`config.mk`:
```
export PLATFORM = sky130hd
export DESIGN_NAME = timer_multi
export DESIGN_NICKNAME = d
export VERILOG_FILES = /design/src/rtl/timer_multi.sv
export SDC_FILE = /design/constraint.sdc
export NUM_CORES = 1
export LEC_CHECK = 0
export CELL_PAD_IN_SITES_DETAIL_PLACEMENT = 0
export CELL_PAD_IN_SITES_GLOBAL_PLACEMENT = 1
export CORE_MARGIN = 5
export CORE_UTILIZATION = 50
export CTS_CLUSTER_DIAMETER = 200
export CTS_CLUSTER_SIZE = 20
export DETAILED_ROUTE_END_ITERATION = 8
export DONT_BUFFER_PORTS = 1
export GPL_ROUTABILITY_DRIVEN = 0
export PLACE_DENSITY_LB_ADDON = 0.3
export SKIP_CTS_REPAIR_TIMING = 1
export SLEW_MARGIN = 0
export SYNTH_ARGS = -nofsm -noshare
export SYNTH_HDL_FRONTEND = slang
export SYNTH_SLANG_ARGS = --single-unit
```
`constraint.sdc`:
```
create_clock -name clock -period 15.5 [get_ports clock]
set_input_delay 2.325 -clock clock [delete_from_list [all_inputs] [get_ports clock]]
set_output_delay 2.325 -clock clock [all_outputs]
set_load 0.005 [all_outputs]
```
`src/rtl/timer_multi.sv`:
```
// 64-bit memory-mapped machine timer with CHANNELS compare registers, a tick prescaler and per-channel level irq.
// Every request gets timer_ready one cycle later, with no wait states and no stall; timer_irq is registered from the compare.
module timer_multi #(
  parameter logic [31:0] BASE_ADDR      = 32'h0020_0000,
  parameter int          CHANNELS       = 2,
  parameter int          PRESCALE_WIDTH = 8
) (
  input  logic                clock,
  input  logic                reset,
  input  logic                timer_valid,
  input  logic [31:0]         timer_addr,
  input  logic [31:0]         timer_wdata,
  input  logic [3:0]          timer_wstrb,
  output logic [31:0]         timer_rdata,
  output logic                timer_ready,
  output logic [CHANNELS-1:0] timer_irq
);

  localparam logic [29:0] BASE_WORD = BASE_ADDR[31:2];
  localparam logic [29:0] WIN_WORDS = 30'(4 + 2 * CHANNELS);

  typedef struct packed {
    logic        in_win;
    logic        wr;
    logic [29:0] word;
  } req_t;

  function automatic logic [31:0] merge_bytes(input logic [31:0] old_dat,
                                              input logic [31:0] new_dat,
                                              input logic [3:0]  be);
    logic [31:0] res;
    res = old_dat;
    for (int b = 0; b < 4; b++) begin
      if (be[b]) res[8*b +: 8] = new_dat[8*b +: 8];
    end
    return res;
  endfunction

  logic [63:0]               mtime;
  logic [63:0]               mtime_nxt;
  logic [PRESCALE_WIDTH-1:0] prescale;
  logic [PRESCALE_WIDTH-1:0] pcnt;
  logic [63:0]               mtimecmp [CHANNELS];
  logic                      tick;

  req_t                      req;
  logic [29:0]               word_addr;
  logic                      wr_mtime_lo;
  logic                      wr_mtime_hi;
  logic                      wr_pre;
  logic [CHANNELS-1:0]       wr_cmp_lo;
  logic [CHANNELS-1:0]       wr_cmp_hi;
  logic [31:0]               pre_merged;
  logic [31:0]               rd_mux;
  logic                      unused_bits;

  // Word-granular decode; the low two address bits are ignored.
  assign word_addr  = timer_addr[31:2];
  assign req.word   = word_addr - BASE_WORD;
  assign req.in_win = (word_addr >= BASE_WORD) && (req.word < WIN_WORDS);
  assign req.wr     = timer_valid && req.in_win && (timer_wstrb != 4'b0000);

  assign wr_mtime_lo = req.wr && (req.word == 30'd0);
  assign wr_mtime_hi = req.wr && (req.word == 30'd1);
  assign wr_pre      = req.wr && (req.word == 30'd2);

  always_comb begin
    wr_cmp_lo = '0;
    wr_cmp_hi = '0;
    for (int i = 0; i < CHANNELS; i++) begin
      wr_cmp_lo[i] = req.wr && (req.word == 30'(4 + 2 * i));
      wr_cmp_hi[i] = req.wr && (req.word == 30'(5 + 2 * i));
    end
  end

  assign tick       = (pcnt == prescale);
  assign pre_merged = merge_bytes(32'(prescale), timer_wdata, timer_wstrb);

  // A software write to either half wins over the tick and is stored verbatim.
  always_comb begin
    mtime_nxt = tick ? mtime + 64'd1 : mtime;
    if (wr_mtime_lo || wr_mtime_hi) begin
      mtime_nxt = mtime;
      if (wr_mtime_lo) mtime_nxt[31:0]  = merge_bytes(mtime[31:0], timer_wdata, timer_wstrb);
      if (wr_mtime_hi) mtime_nxt[63:32] = merge_bytes(mtime[63:32], timer_wdata, timer_wstrb);
    end
  end

  always_comb begin
    rd_mux = '0;
    if (req.in_win) begin
      if (req.word == 30'd0) rd_mux = mtime[31:0];
      if (req.word == 30'd1) rd_mux = mtime[63:32];
      if (req.word == 30'd2) rd_mux = 32'(prescale);
      for (int i = 0; i < CHANNELS; i++) begin
        if (req.word == 30'(4 + 2 * i)) rd_mux = mtimecmp[i][31:0];
        if (req.word == 30'(5 + 2 * i)) rd_mux = mtimecmp[i][63:32];
      end
    end
  end

  always_ff @(posedge clock or posedge reset) begin
    if (reset) begin
      mtime       <= '0;
      pcnt        <= '0;
      prescale    <= '0;
      for (int i = 0; i < CHANNELS; i++) mtimecmp[i] <= '1;
      timer_irq   <= '0;
      timer_ready <= 1'b0;
      timer_rdata <= '0;
    end else begin
      mtime <= mtime_nxt;
      if (wr_pre) begin
        prescale <= pre_merged[PRESCALE_WIDTH-1:0];
        pcnt     <= '0;
      end else if (tick) begin
        pcnt <= '0;
      end else begin
        pcnt <= pcnt + PRESCALE_WIDTH'(1);
      end
      for (int i = 0; i < CHANNELS; i++) begin
        if (wr_cmp_lo[i]) mtimecmp[i][31:0]  <= merge_bytes(mtimecmp[i][31:0], timer_wdata, timer_wstrb);
        if (wr_cmp_hi[i]) mtimecmp[i][63:32] <= merge_bytes(mtimecmp[i][63:32], timer_wdata, timer_wstrb);
        timer_irq[i] <= (mtime >= mtimecmp[i]);
      end
      timer_ready <= timer_valid;
      timer_rdata <= timer_valid ? rd_mux : 32'd0;
    end
  end

  assign unused_bits = ^{timer_addr[1:0], pre_merged};

endmodule

```
Word-level counts from Yosys, hierarchy flattened
Cells that the tools add are included.
{"block": "totals", "regBits": 243, "inputBits": 71, "elab_cells": 107}
{"block": "classes", "n_reduce_logical": 39, "eq_ne": 13, "order_cmp": 4, "n_mux": 19, "addsub": 3}
{"op": "$mux W32", "count": 11}
{"op": "$ge A64 B64 Y1", "count": 2}
{"op": "$mux W64", "count": 2}
{"op": "$eq A30 B3 Y1 const B", "count": 4}
{"op": "$add A64 B1 Y64 const B", "count": 1}
{"op": "$mux W8", "count": 6}
{"op": "$reduce_and A2 Y1", "count": 17}
{"op": "$eq A30 B1 Y1 const B", "count": 1}
{"op": "$eq A30 B2 Y1 const B", "count": 1}
{"op": "$ge A30 B20 Y1 const B", "count": 1}
{"op": "$logic_not A30 Y1", "count": 1}
{"op": "$lt A30 B4 Y1 const B", "count": 1}
{"op": "$sub A30 B20 Y30 const B", "count": 1}
{"op": "$reduce_and A3 Y1", "count": 8}
{"op": "$ne A2 B2 Y1 const B", "count": 6}
{"op": "$logic_and A1 B1 Y1", "count": 10}
{"op": "$add A8 B1 Y8 const B", "count": 1}
{"op": "$eq A8 B8 Y1", "count": 1}
{"op": "$reduce_bool A4 Y1", "count": 1}
{"op": "$reduce_bool A2 Y1", "count": 1}
{"op": "$logic_or A1 B1 Y1", "count": 1}

Longest topological paths before layout
Gate-level depths: netlist (run 1).
{"block": "depth", "ltp_word": 11, "mapped_depth": 12, "ltp_nobuf": 9}

Worst setup path after synthesis (run 1)
Ideal clock, no wire load.
{"block": "synth_timing", "path_kind": "in2reg", "start": "in timer_addr[21]", "end": "reg mtimecmp[40] (netlist name)", "cell_stages": 10, "path_slack_ps": 10825, "arrival_time_ps": 4593, "setup_ps": 82, "path_cell_list": "inv_1 -> ha_1 -> nor4b_1 -> nand3_1 -> nor3_2 -> o21ai_2 -> or3_1 -> buf_2 -> nor3_4 -> mux2_2"}
{"block": "synth_via", "elab_chain_len": 7}
{"element": "start, declared", "line": "11", "rtl": "input logic [31:0] timer_addr,"}
{"element": "$sub A30 B20 Y30", "line": "59", "rtl": "assign req.word = word_addr - BASE_WORD;"}
{"element": "$lt A30 B4 Y1", "line": "60", "rtl": "assign req.in_win = (word_addr >= BASE_WORD) && (req.word < WIN_WORDS);"}
{"element": "$logic_and A1 B1 Y1", "line": "60"}
{"element": "$logic_and A1 B1 Y1 (2 in series)", "line": "61", "rtl": "assign req.wr = timer_valid && req.in_win && (timer_wstrb != 4'b0000);"}
{"element": "$logic_and A1 B1 Y1 *", "line": "72", "rtl": "wr_cmp_hi[i] = req.wr && (req.word == 30'(5 + 2 * i));"}
{"element": "$reduce_and A2 Y1 (no source line) *"}
{"element": "end signal, assigned by index", "line": "122", "rtl": "if (wr_cmp_lo[i]) mtimecmp[i][31:0] <= merge_bytes(mtimecmp[i][31:0], timer_wdata, timer_wstrb);"}
{"element": "end signal, assigned by index", "line": "123", "rtl": "if (wr_cmp_hi[i]) mtimecmp[i][63:32] <= merge_bytes(mtimecmp[i][63:32], timer_wdata, timer_wstrb);"}
{"element": "end, declared", "line": "43", "rtl": "logic [63:0] mtimecmp [CHANNELS];"}
Mark *: on every way between the ends. The rest lies on a longest branch, timed or not.
A chain may end at the register's enable or synchronous reset.

Worst setup path after layout (run 1)
{"block": "layout_timing", "start": "in timer_addr[21]", "end": "reg mtimecmp[109] (netlist name)"}
Same word-level chain as after synthesis.

==> results by group, run 1 <==
Setup path
  • Critical path startpoint category: input pin
  • FF-to-FF Start: mtime[1]
  • Cells along the critical path: inv_1 -> ha_1 -> nor4b_1 -> nand3_1 -> nor3_2 -> and3_1 -> buf_4 -> and3_1 -> nand4_1 -> mux2_2
  • Slowest stage delay, CP: 0.61 ns
  • Data arrival, critical path: 5.60 ns
  • CP Buf/Inv Count: 2
  • Worst setup EP type: register
  • Worst endpoint required time: 15.94 ns
  • Type of the worst setup path: in -> reg
  • Most frequent CP cell: sky130_fd_sc_hd__and3_1
  • Worst setup path start: timer_addr[21]
  • Gate family responsible for the most delay along the worst path: simple AND/OR/NAND/NOR gates
  • Highest-delay cell along the critical path: sky130_fd_sc_hd__and3_1
  • Maximum fanout along the worst path: 23

Power
  • Switching share of power: around a quarter
  • Leakage Power: roughly 6.8 nW
  • Combinational group share of total power: 2.9%
  • Power per cell area: roughly 68 mW/mm²
  • Worst supply voltage drop on vdd: 0.0687 mV
  • Clock power frac: 40.0%
  • Part of the power in registers: 57.1%
  • Switching Power: 0.260 mW
  • Internal Dissipation: 0.854 mW

Global routing
  • Number of global-route vias before repair: 12375
  • Wire length of the first global-routing pass: 73.6 mm
  • Initial antenna violation count: 0
  • Largest net degree at the start of global routing: 100
  • GRT Resource Usage Total: 26.0%
  • GR Overflow Total: 0

Floorplan
  • Overall die width: 187 µm
  • Die outline height: 187 µm
  • Row cnt: 64
  • Count of boundary I/O pins: 106
  • Floorplan die area: 0.0350 mm²
  • Core ar.: about 0.031 mm²
  • Initial core utilization: around 51%

Final layout
  • Layout cells sized above 1: 20.2%
  • Growth of design area from synthesis to finish: 5.14%
  • FF+latch area: 0.00624 mm²
  • Area of the multi-input gates: 0.00857 mm²
  • Final net count: 1822
  • ANT cells: 0
  • Number of filler instances in the final layout: 2864
  • Core utilization of the finished layout: 53.6%

Status
  • Status: finished, final reports clean

Timing
  • Max Freq: 194 MHz
  • Slew at the pin closest to its max-slew limit: 0.994 ns
  • Max_slew headroom: 33.7%
  • Unrepaired setup endpoints after global routing: false
  • Count of endpoints failing hold in the final timing report: 0
  • Worst clock skew: 0.0269 ns
  • Final Hold Slack: 0.570 ns
  • Count of final max-slew check failures: 0
  • Period utilization: 33.3%
  • Final sum of negative setup slack: 0 ns
  • Minimum period implied by the final worst setup slack: between 5 and 6 ns
  • Final setup violation count: 0

Yosys
  • Net Count, Synth: 1858
  • Number of distinct library cells after synthesis: 71
  • Top FF cell, synth: sky130_fd_sc_hd__dfstp_2
  • Fraction of registers with async set/reset: 100%
  • Total number of yosys warnings: 0
  • Flops & latches, synth: 243
  • Sequential-to-total area share from yosys stat: approximately two fifths
  • Avg Synthesized Cell Area: 9.46 µm²
  • Post-synth EDFFs: 0
  • Cells after synthesis: between 1500 and 2000
  • Post-synthesis cell area: 0.0157 mm²

Clock tree
  • Clock tree from TritonCTS: done
  • H-tree depth: 1
  • Sinks on the clock net: 243
  • Clock input transition at the sequential cells of the worst setup and hold paths: 0.09 ns
  • Largest buffer count on any clock path: 3
  • CTS root buf: sky130_fd_sc_hd__clkbuf_16
  • Clock network latency to the later pin of the worst-skew pair: 0.51 ns
  • Inserted Clock Buffers: 16

Worst hold path
  • Worst min-delay path startpoint: mtimecmp[96]
  • Type of the worst min-delay path: reg -> reg

Placement
  • Port buffer count: 0
  • Sum of net half-perimeters after detailed placement: 34.2 mm

Route
  • Remaining antenna violation count: 0
  • Number of remaining DRC errors: 0
  • Total via count in the routed design: 12893
  • Avg WL per Cell: ~23 µm
  • 1st-pass router iterations: 5
  • Number of design-rule violations left by the first detailed-router iteration: 1152
  • Drt via density: around 6.4
  • Final Routed Wirelength: 46.8 mm

Flow run
  • # Max-Cap Violations: 0
==> worst paths after layout <==
check	to	slack, ns	depth (start not counted)
min in group asynchronous	timer_ready	1.77	1
max reg2reg	mtime[60]	12.21	7
min	timer_rdata[0]	0.57	2
max	mtimecmp[109]	10.34	10
min reg2reg	timer_rdata[0]	0.57	2
max in group asynchronous	timer_rdata[3]	12.15	2
==> synthesized netlist by cell type (40+ instances only) <==
library cell | n | area [µm²]
sky130_fd_sc_hd__dfstp_2 | 128 | 3360
sky130_fd_sc_hd__clkbuf_1 | 46 | 173
sky130_fd_sc_hd__o22ai_1 | 53 | 332
sky130_fd_sc_hd__ha_1 | 131 | 1640
sky130_fd_sc_hd__a21oi_1 | 160 | 801
sky130_fd_sc_hd__dfrtp_1 | 115 | 2880
sky130_fd_sc_hd__inv_1 | 158 | 593
sky130_fd_sc_hd__nor2_1 | 93 | 349
sky130_fd_sc_hd__o21ai_0 | 119 | 596
sky130_fd_sc_hd__nand2_1 | 110 | 413
sky130_fd_sc_hd__nand3_1 | 60 | 300
sky130_fd_sc_hd__mux2_2 | 139 | 1570
sky130_fd_sc_hd__nand4_1 | 40 | 250
==> cells by family (layout without fill, tap and decap cells) <==
group,after synthesis,count (layout),synth area share (%)
flip-flops,243,243,39.8
multiplexers,163,163,11.5
AND/OR/NAND/NOR,409,409,13.4
AO/OA/AOI/OAI,473,473,18.5
adder cells (fa/ha/maj),131,131,10.5
buffers and inverters,223,197,5.50
XOR/XNOR,14,14,0.783
==> power by group through the flow <==
| stage | combinational (mW) | sequential, mW | clock [mW] |
|---|---|---|---|
| global route | 0.0370 | 0.636 | 0.482 |
| finish | 0.0324 | 0.636 | 0.446 |
| detailed placement | 0.0332 | 0.647 | 0 |
| global placement | 0.0326 | 0.647 | 0 |
| CTS | 0.0332 | 0.636 | 0.457 |
| floorplan | 0.0296 | 0.646 | 0 |
==> sequential cells by signal, summed over array words and instances (netlist names) <==
name         count
timer_ready      1
mtime           64
timer_irq        2
timer_rdata     32
prescale         8
pcnt             8
mtimecmp       128
==> cells in the final DEF, fill, tap and decap left out, types with 29 or more instances in the layout <==
| cell type | instances |
|---|---|
| sky130_fd_sc_hd__a21oi_1 | 160 |
| sky130_fd_sc_hd__dfrtp_1 | 115 |
| sky130_fd_sc_hd__dfstp_2 | 128 |
| sky130_fd_sc_hd__ha_1 | 131 |
| sky130_fd_sc_hd__inv_1 | 157 |
| sky130_fd_sc_hd__mux2_2 | 139 |
| sky130_fd_sc_hd__nand2_1 | 110 |
| sky130_fd_sc_hd__nand3_1 | 60 |
| sky130_fd_sc_hd__nand4_1 | 40 |
| sky130_fd_sc_hd__nor2_1 | 93 |
| sky130_fd_sc_hd__o21ai_0 | 119 |
| sky130_fd_sc_hd__o22ai_1 | 53 |
| sky130_fd_sc_hd__o32ai_1 | 29 |
==> through the flow <==
stage	std cells	area, µm²	setup WS [ns]	power [mW]
2_1_floorplan	1656	15700	6.71	0.676
3_3_place_gp	1998	16000	9.92	0.679
3_5_place_dp	1998	16000	9.88	0.680
4_1_cts	2026	16500	10.42	1.13
5_1_grt	2026	16500	10.13	1.15
6_report	2026	16500	10.34	1.11
==> cell type report <==
class	count	area share [%]
multi-input combinational	1190	52.0
sequential	243	37.9
inverter	158	3.65
tap	396	3.01
clock buffer	27	2.81
timing repair buffer	11	0.501
clock inverter	1	0.122
==> metal layers <==
layer,vias up,track usage (%),wire length (µm)
li1,5986,-,-
met1,6371,37.4,21200
met2,441,41.5,21300
met3,95,3.14,2810
met4,0,7.88,1470
met5,-,0,0
==> worst register-to-register path, cell delays in order, from the launching register on <==
cell and delay (ns):
sky130_fd_sc_hd__dfrtp_1 0.49, sky130_fd_sc_hd__ha_1 0.24, sky130_fd_sc_hd__and3_1 0.30, sky130_fd_sc_hd__nand3_1 0.43, sky130_fd_sc_hd__nor3_2 0.73, sky130_fd_sc_hd__nand4_1 0.47, sky130_fd_sc_hd__o32ai_1 0.41, sky130_fd_sc_hd__a21oi_1 0.11
Power figures use the tool's default switching activity.
==> inputs of run 2 (changes only) <==
- clock period: 15.5 -> 5.1 ns (I/O delays scaled with it)
==> run 2 against run 1 <==
Effect of this change:
- flip-flop and latch count unchanged
- design area up 0.24%
- count of clock-buffer cells in the layout down 1
- register-to-register slack worse by 11 ns
- clock skew down 0.0073 ns
- wire length down 0.37%
- global-route usage about the same
- combinational power rose to 3.1 times the previous value
- hold slack worse by 0.31 ns
- worst setup slack worse by 8.9 ns
==> results by group, run 2 (synthesis gave the netlist of run 1 again) <==
Route
  • Drt via density: 6.34 (-0.38%)
  • Final Routed Wirelength: 46.7 mm (-0.37%)
  • 1st-pass router iterations: 5 (unchanged)
  • Avg WL per Cell: 23.0 µm (-0.47%)
  • Number of remaining DRC errors: 0 (unchanged)
  • Number of design-rule violations left by the first detailed-router iteration: 1019 (-12%)
  • Total via count in the routed design: 12857 (-0.28%)
  • Remaining antenna violation count: 0 (unchanged)

Final layout
  • FF+latch area: 0.00624 mm² (unchanged)
  • Top reg by flops: mtimecmp
  • Growth of design area from synthesis to finish: 5.40%
  • Layout cells sized above 1: 20.3% (+0.16 points)
  • Area of the multi-input gates: 0.00857 mm² (unchanged)
  • Flip-flop count of the largest register after layout: 128 (unchanged)
  • Top library cells by usage in the layout, fill and taps aside: sky130_fd_sc_hd__a21oi_1, sky130_fd_sc_hd__inv_1, sky130_fd_sc_hd__mux2_2, sky130_fd_sc_hd__ha_1, sky130_fd_sc_hd__dfstp_2
  • Registers with the highest flip-flop counts: mtimecmp: 128 flops, mtime: 64 flops, timer_rdata: 32 flops
  • Number of filler instances in the final layout: 2882 (+0.63%)
  • Final net count: 1825 (+0.16%)
  • Commonest non-fill, non-tap cell in the layout: sky130_fd_sc_hd__a21oi_1
  • ANT cells: 0 (unchanged)

Power
  • Final total power: 3.38 mW (+200%)
  • Worst supply voltage drop on vdd: 0.231 mV (+240%)
  • Leakage Power: 6.81 nW (+0.23%)
  • Power per cell area: 204 mW/mm² (+200%)

Setup path
  • Maximum fanout along the worst path: 11 (-52%)
  • FF-to-FF Start: mtime[2]
  • Worst setup path start: timer_addr[21]
  • Worst setup EP type: register
  • Type of the worst setup path: in -> reg
  • Critical path startpoint category: input pin
  • Worst endpoint required time: 5.54 ns (-10.40 ns)
  • Data arrival, critical path: 4.11 ns (-1.49 ns)

Global routing
  • Largest net degree at the start of global routing: 127 (+27%)
  • Initial antenna violation count: 0 (unchanged)
  • Wire length of the first global-routing pass: 73.1 mm (-0.66%)
  • GRT Resource Usage Total: 26.0% (-0.037 points)
  • Number of global-route vias before repair: 12453 (+0.63%)
  • GR Overflow Total: 0 (unchanged)

Timing
  • Final setup violation count: 0 (unchanged)
  • Final sum of negative setup slack: 0 ns (unchanged)
  • Worst clock skew: 0.0196 ns (-0.00735 ns)
  • Unrepaired setup endpoints after global routing: false
  • Count of final max-slew check failures: 0 (unchanged)
  • Minimum period implied by the final worst setup slack: ~3.7 ns
  • Count of endpoints failing hold in the final timing report: 0 (unchanged)
  • Slew at the pin closest to its max-slew limit: 1.30 ns (+0.307 ns)
  • Max_slew headroom: 12.6% (-21 points)
  • Period utilization: 72.1%
  • Max Freq: between 200 and 300 MHz

Placement
  • Sum of net half-perimeters after detailed placement: 34.2 mm (about the same)
  • Port buffer count: 0 (unchanged)

Clock tree
  • H-tree depth: 1 (unchanged)
  • Clock tree from TritonCTS: done
  • CTS root buf: sky130_fd_sc_hd__clkbuf_16
  • Sinks on the clock net: 243 (unchanged)
  • Inserted Clock Buffers: 16 (unchanged)
  • Clock input transition at the sequential cells of the worst setup and hold paths: 0.10 ns (about the same)
  • Largest buffer count on any clock path: 3 (unchanged)
  • Clock network latency to the later pin of the worst-skew pair: 0.52 ns (about the same)

Floorplan
  • Die outline height: 187 µm (unchanged)
  • Count of boundary I/O pins: 106 (unchanged)
  • Floorplan die area: 0.0350 mm² (unchanged)
  • Core ar.: 0.0307 mm² (unchanged)
  • Overall die width: 187 µm (unchanged)
  • Row cnt: 64 (unchanged)
  • Initial core utilization: 51.0% (unchanged)

Status
  • Status: finished, final reports clean

Flow run
  • # Max-Cap Violations: 0 (unchanged)

Worst hold path
  • Type of the worst min-delay path: in -> async
## run 2: cell count changes in the layout (fill, tap and decap cells not counted), sizes merged
cell and change:
clkbuf -1, clkinvlp +1, inv -1, buf +3
## run 2: final cells by class
| type | instances | area share [%] |
|---|---|---|
| multi-input cells | 1190 | 51.9 |
| flip-flops and latches | 243 | 37.8 |
| inverters | 158 | 3.61 |
| well taps | 396 | 3.00 |
| clock buffers | 26 | 2.78 |
| repair buffers | 14 | 0.788 |
| clock inverters | 1 | 0.121 |
## run 2: routing by layer
layer  GRT usage, %  share of wire [%]
met2           42.3                 46
met5              0                  0
met3           3.45                5.8
met1           36.7                 45
met4           7.17                3.0
## run 2: path summary, 6_finish.rpt
check | end | slack (ns) | depth (start not counted)
min in group clock | timer_ready | 0.27 | 0
setup reg to reg | mtime[47] | 1.69 | 7
hold reg to reg | timer_rdata[0] | 0.56 | 2
setup / recovery | mtimecmp[107] | 1.43 | 9
hold / removal | mtime[42] | 0.26 | 1
max in group asynchronous | timer_rdata[31] | 3.65 | 2
## run 2: power by group
part	leakage, nW	internal [mW]	switching [mW]
clock	0.230	0.633	0.712
combinational	3.80	0.0287	0.0710
sequential	2.78	1.93	0.000209
## run 2: critical path: stages
cell	delay, ns
sky130_fd_sc_hd__inv_1	0.02
sky130_fd_sc_hd__ha_1	0.26
sky130_fd_sc_hd__nor4b_1	0.24
sky130_fd_sc_hd__nand3_1	0.17
sky130_fd_sc_hd__nor3_2	0.40
sky130_fd_sc_hd__and3_1	0.56
sky130_fd_sc_hd__and3_1	0.59
sky130_fd_sc_hd__nand4_1	0.61
sky130_fd_sc_hd__mux2_2	0.49
## run 2: stage by stage
| stage | setup slack [ns] | area, µm² | std cells | hold slack [ns] | utilization (%) |
|---|---|---|---|---|---|
| after floorplan | 1.25 | 15700 | 1656 | 0.495 | - |
| after global placement | 1.09 | 16000 | 2001 | 0.544 | 52.1 |
| after detailed placement | 0.960 | 16000 | 2001 | 0.540 | 52.1 |
| after CTS | 1.48 | 16500 | 2028 | 0.256 | 53.7 |
| after global routing | 1.16 | 16500 | 2028 | 0.253 | 53.7 |
| final | 1.43 | 16500 | 2028 | 0.259 | 53.7 |
==> inputs of run 3 (changes only) <==
- clock period: 5.1 -> 3.54 ns (I/O delays scaled with it)
==> run 3 against run 2 <==
Effect of this change:
- flip-flop and latch count unchanged
- first-iteration DRC count grew 9.1%
- design area grew 1.2%
- clock skew increased by 0.0050 ns
- critical path depth is 1 lower
- via count fell by 0.23%
- critical endpoint is now mtime[44]
==> results by group, run 3 (synthesis gave the netlist of run 1 again) <==
Status
  • Status: finished, final reports clean

Setup path
  • Worst setup EP type: register
  • Most frequent CP cell: sky130_fd_sc_hd__or3_1
  • Gate family responsible for the most delay along the worst path: simple AND/OR/NAND/NOR gates
  • Slowest stage delay, CP: 0.52 ns (-0.09 ns)
  • Worst setup path start: mtime[1]
  • Cells along the critical path: ha_1 -> and3_1 -> nand3_1 -> or3_1 -> or3_1 -> nand2b_1 -> o32ai_1 -> a21oi_1
  • Maximum fanout along the worst path: 7 (-4)
  • FF-to-FF Start: mtime[1]
  • Worst endpoint required time: 3.92 ns (-1.62 ns)
  • CP Buf/Inv Count: 0 (-1)
  • Type of the worst setup path: reg -> reg
  • Highest-delay cell along the critical path: sky130_fd_sc_hd__dfrtp_1
  • Data arrival, critical path: 3.43 ns (-0.68 ns)
  • Critical path startpoint category: register

Final layout
  • Top library cells by usage in the layout, fill and taps aside: sky130_fd_sc_hd__a21oi_1, sky130_fd_sc_hd__inv_1, sky130_fd_sc_hd__mux2_2, sky130_fd_sc_hd__ha_1, sky130_fd_sc_hd__dfstp_2
  • ANT cells: 0 (unchanged)
  • Final net count: 1846 (+1.2%)
  • Flip-flop count of the largest register after layout: 128 (unchanged)
  • Core utilization of the finished layout: 54.4% (+0.65 points)
  • Registers with the highest flip-flop counts: mtimecmp: 128 flops, mtime: 64 flops, timer_rdata: 32 flops
  • Layout cells sized above 1: 21.3% (+1.0 points)
  • Growth of design area from synthesis to finish: 6.67%
  • Top reg by flops: mtimecmp
  • Commonest non-fill, non-tap cell in the layout: sky130_fd_sc_hd__a21oi_1
  • Final cell area excluding filler cells: 0.0167 mm² (+1.2%)

Floorplan
  • Overall die width: 187 µm (unchanged)
  • Floorplan die area: 0.0350 mm² (unchanged)
  • Count of boundary I/O pins: 106 (unchanged)
  • Core ar.: 0.0307 mm² (unchanged)
  • Die outline height: 187 µm (unchanged)
  • Row cnt: 64 (unchanged)
  • Initial core utilization: 51.0% (unchanged)

Global routing
  • Number of global-route vias before repair: 12559 (+0.85%)
  • GRT Resource Usage Total: 26.0% (+0.056 points)
  • Initial antenna violation count: 0 (unchanged)
  • Largest net degree at the start of global routing: 91 (-28%)
  • GR Overflow Total: 0 (unchanged)
  • Wire length of the first global-routing pass: 73.2 mm (+0.17%)

Clock tree
  • H-tree depth: 1 (unchanged)
  • Clock input transition at the sequential cells of the worst setup and hold paths: 0.09 ns (about the same)
  • Inserted Clock Buffers: 16 (unchanged)
  • CTS root buf: sky130_fd_sc_hd__clkbuf_16
  • Sinks on the clock net: 243 (unchanged)
  • Clock network latency to the later pin of the worst-skew pair: 0.52 ns (about the same)
  • Largest buffer count on any clock path: 3 (unchanged)
  • Clock tree from TritonCTS: done

Route
  • Final Routed Wirelength: 46.7 mm (+0.17%)
  • Avg WL per Cell: 22.8 µm (-0.91%)
  • Remaining antenna violation count: 0 (unchanged)
  • Total via count in the routed design: 12827 (-0.23%)
  • Routed wire length on met2: 21.7 mm (+1.0%)
  • Number of remaining DRC errors: 0 (unchanged)
  • Met3 WL post-DR: 2.54 mm (-6.9%)
  • Drt via density: 6.26 (-1.3%)
  • Number of design-rule violations left by the first detailed-router iteration: 1112 (+9.1%)
  • Post-route met1 wirelength: 21.3 mm (+1.4%)
  • 1st-pass router iterations: 5 (unchanged)
  • Highest metal used: met4

Timing
  • Slew at the pin closest to its max-slew limit: 1.15 ns (-0.153 ns)
  • Count of endpoints failing hold in the final timing report: 0 (unchanged)
  • Period utilization: a little under nine tenths
  • Minimum period implied by the final worst setup slack: just over 3 ns
  • Max_slew headroom: 23.5% (+11 points)
  • Count of final max-slew check failures: 0 (unchanged)
  • Unrepaired setup endpoints after global routing: false
  • Max Freq: 328 MHz
  • Final Hold Slack: 0.0269 ns (-0.232 ns)
  • Final setup violation count: 0 (unchanged)
  • Worst clock skew: 0.0246 ns (+0.00501 ns)

Power
  • Leakage Power: 6.94 nW (+1.9%)
  • Power per cell area: 293 mW/mm² (+43%)
  • Worst supply voltage drop on vdd: 0.285 mV (+23%)
  • Final total power: 4.89 mW (+45%)

Placement
  • Cell area reported after detailed placement: 0.0162 mm² (+1.2%)
  • Sum of net half-perimeters after detailed placement: 34.5 mm (+1.1%)
  • Port buffer count: 0 (unchanged)

Flow run
  • # Max-Cap Violations: 0 (unchanged)

Worst hold path
  • Type of the worst min-delay path: in -> async
run 3: cell type report:
class,instances,area (µm²)
well taps,396,495
clock inverters,1,20.0
clock buffers,27,463
inverters,158,597
flip-flops and latches,243,6240
fillers,2794,14000
repair buffers,35,325
multi-input cells,1190,8570
run 3: worst reg2reg max path, delay by kind of cell, from the launching register on:
kind	cells	cell delay, ns
and+or+nand+nor	5	1.80
DFF	1	0.52
AOI/OAI and AO/OA	2	0.34
adders and majority gates	1	0.25
run 3: final timing paths:
kind,end,slack (ns),depth (start not counted)
hold / removal,mtimecmp[74],0.03,1
hold reg to reg,timer_rdata[0],0.56,2
min in group clock,timer_ready,0.03,0
max in group asynchronous,mtimecmp[120],2.97,2
setup reg to reg,mtime[44],0.49,8
setup / recovery,mtime[44],0.49,8
run 3: routing by layer:
| layer | global-route usage, % | up-vias |
|---|---|---|
| li1 | - | 6046 |
| met1 | 36.7 | 6364 |
| met2 | 42.5 | 345 |
| met3 | 3.68 | 72 |
| met4 | 6.74 | 0 |
| met5 | 0 | - |
run 3: per-stage QoR:
stage	worst slack [ns]	setup TNS (ns)	instances
3_3_place_gp	0.443	0	2022
5_1_grt	0.433	0	2050
6_report	0.488	0	2050
3_5_place_dp	0.339	0	2022
2_1_floorplan	-0.0763	-8.77	1656
4_1_cts	0.557	0	2050
run 3: power breakdown:
part	total, mW	switching (mW)	internal (mW)
registers	2.78	0.000300	2.78
logic	0.148	0.102	0.0463
clock network	1.96	1.05	0.916
total	4.89	1.15	3.75
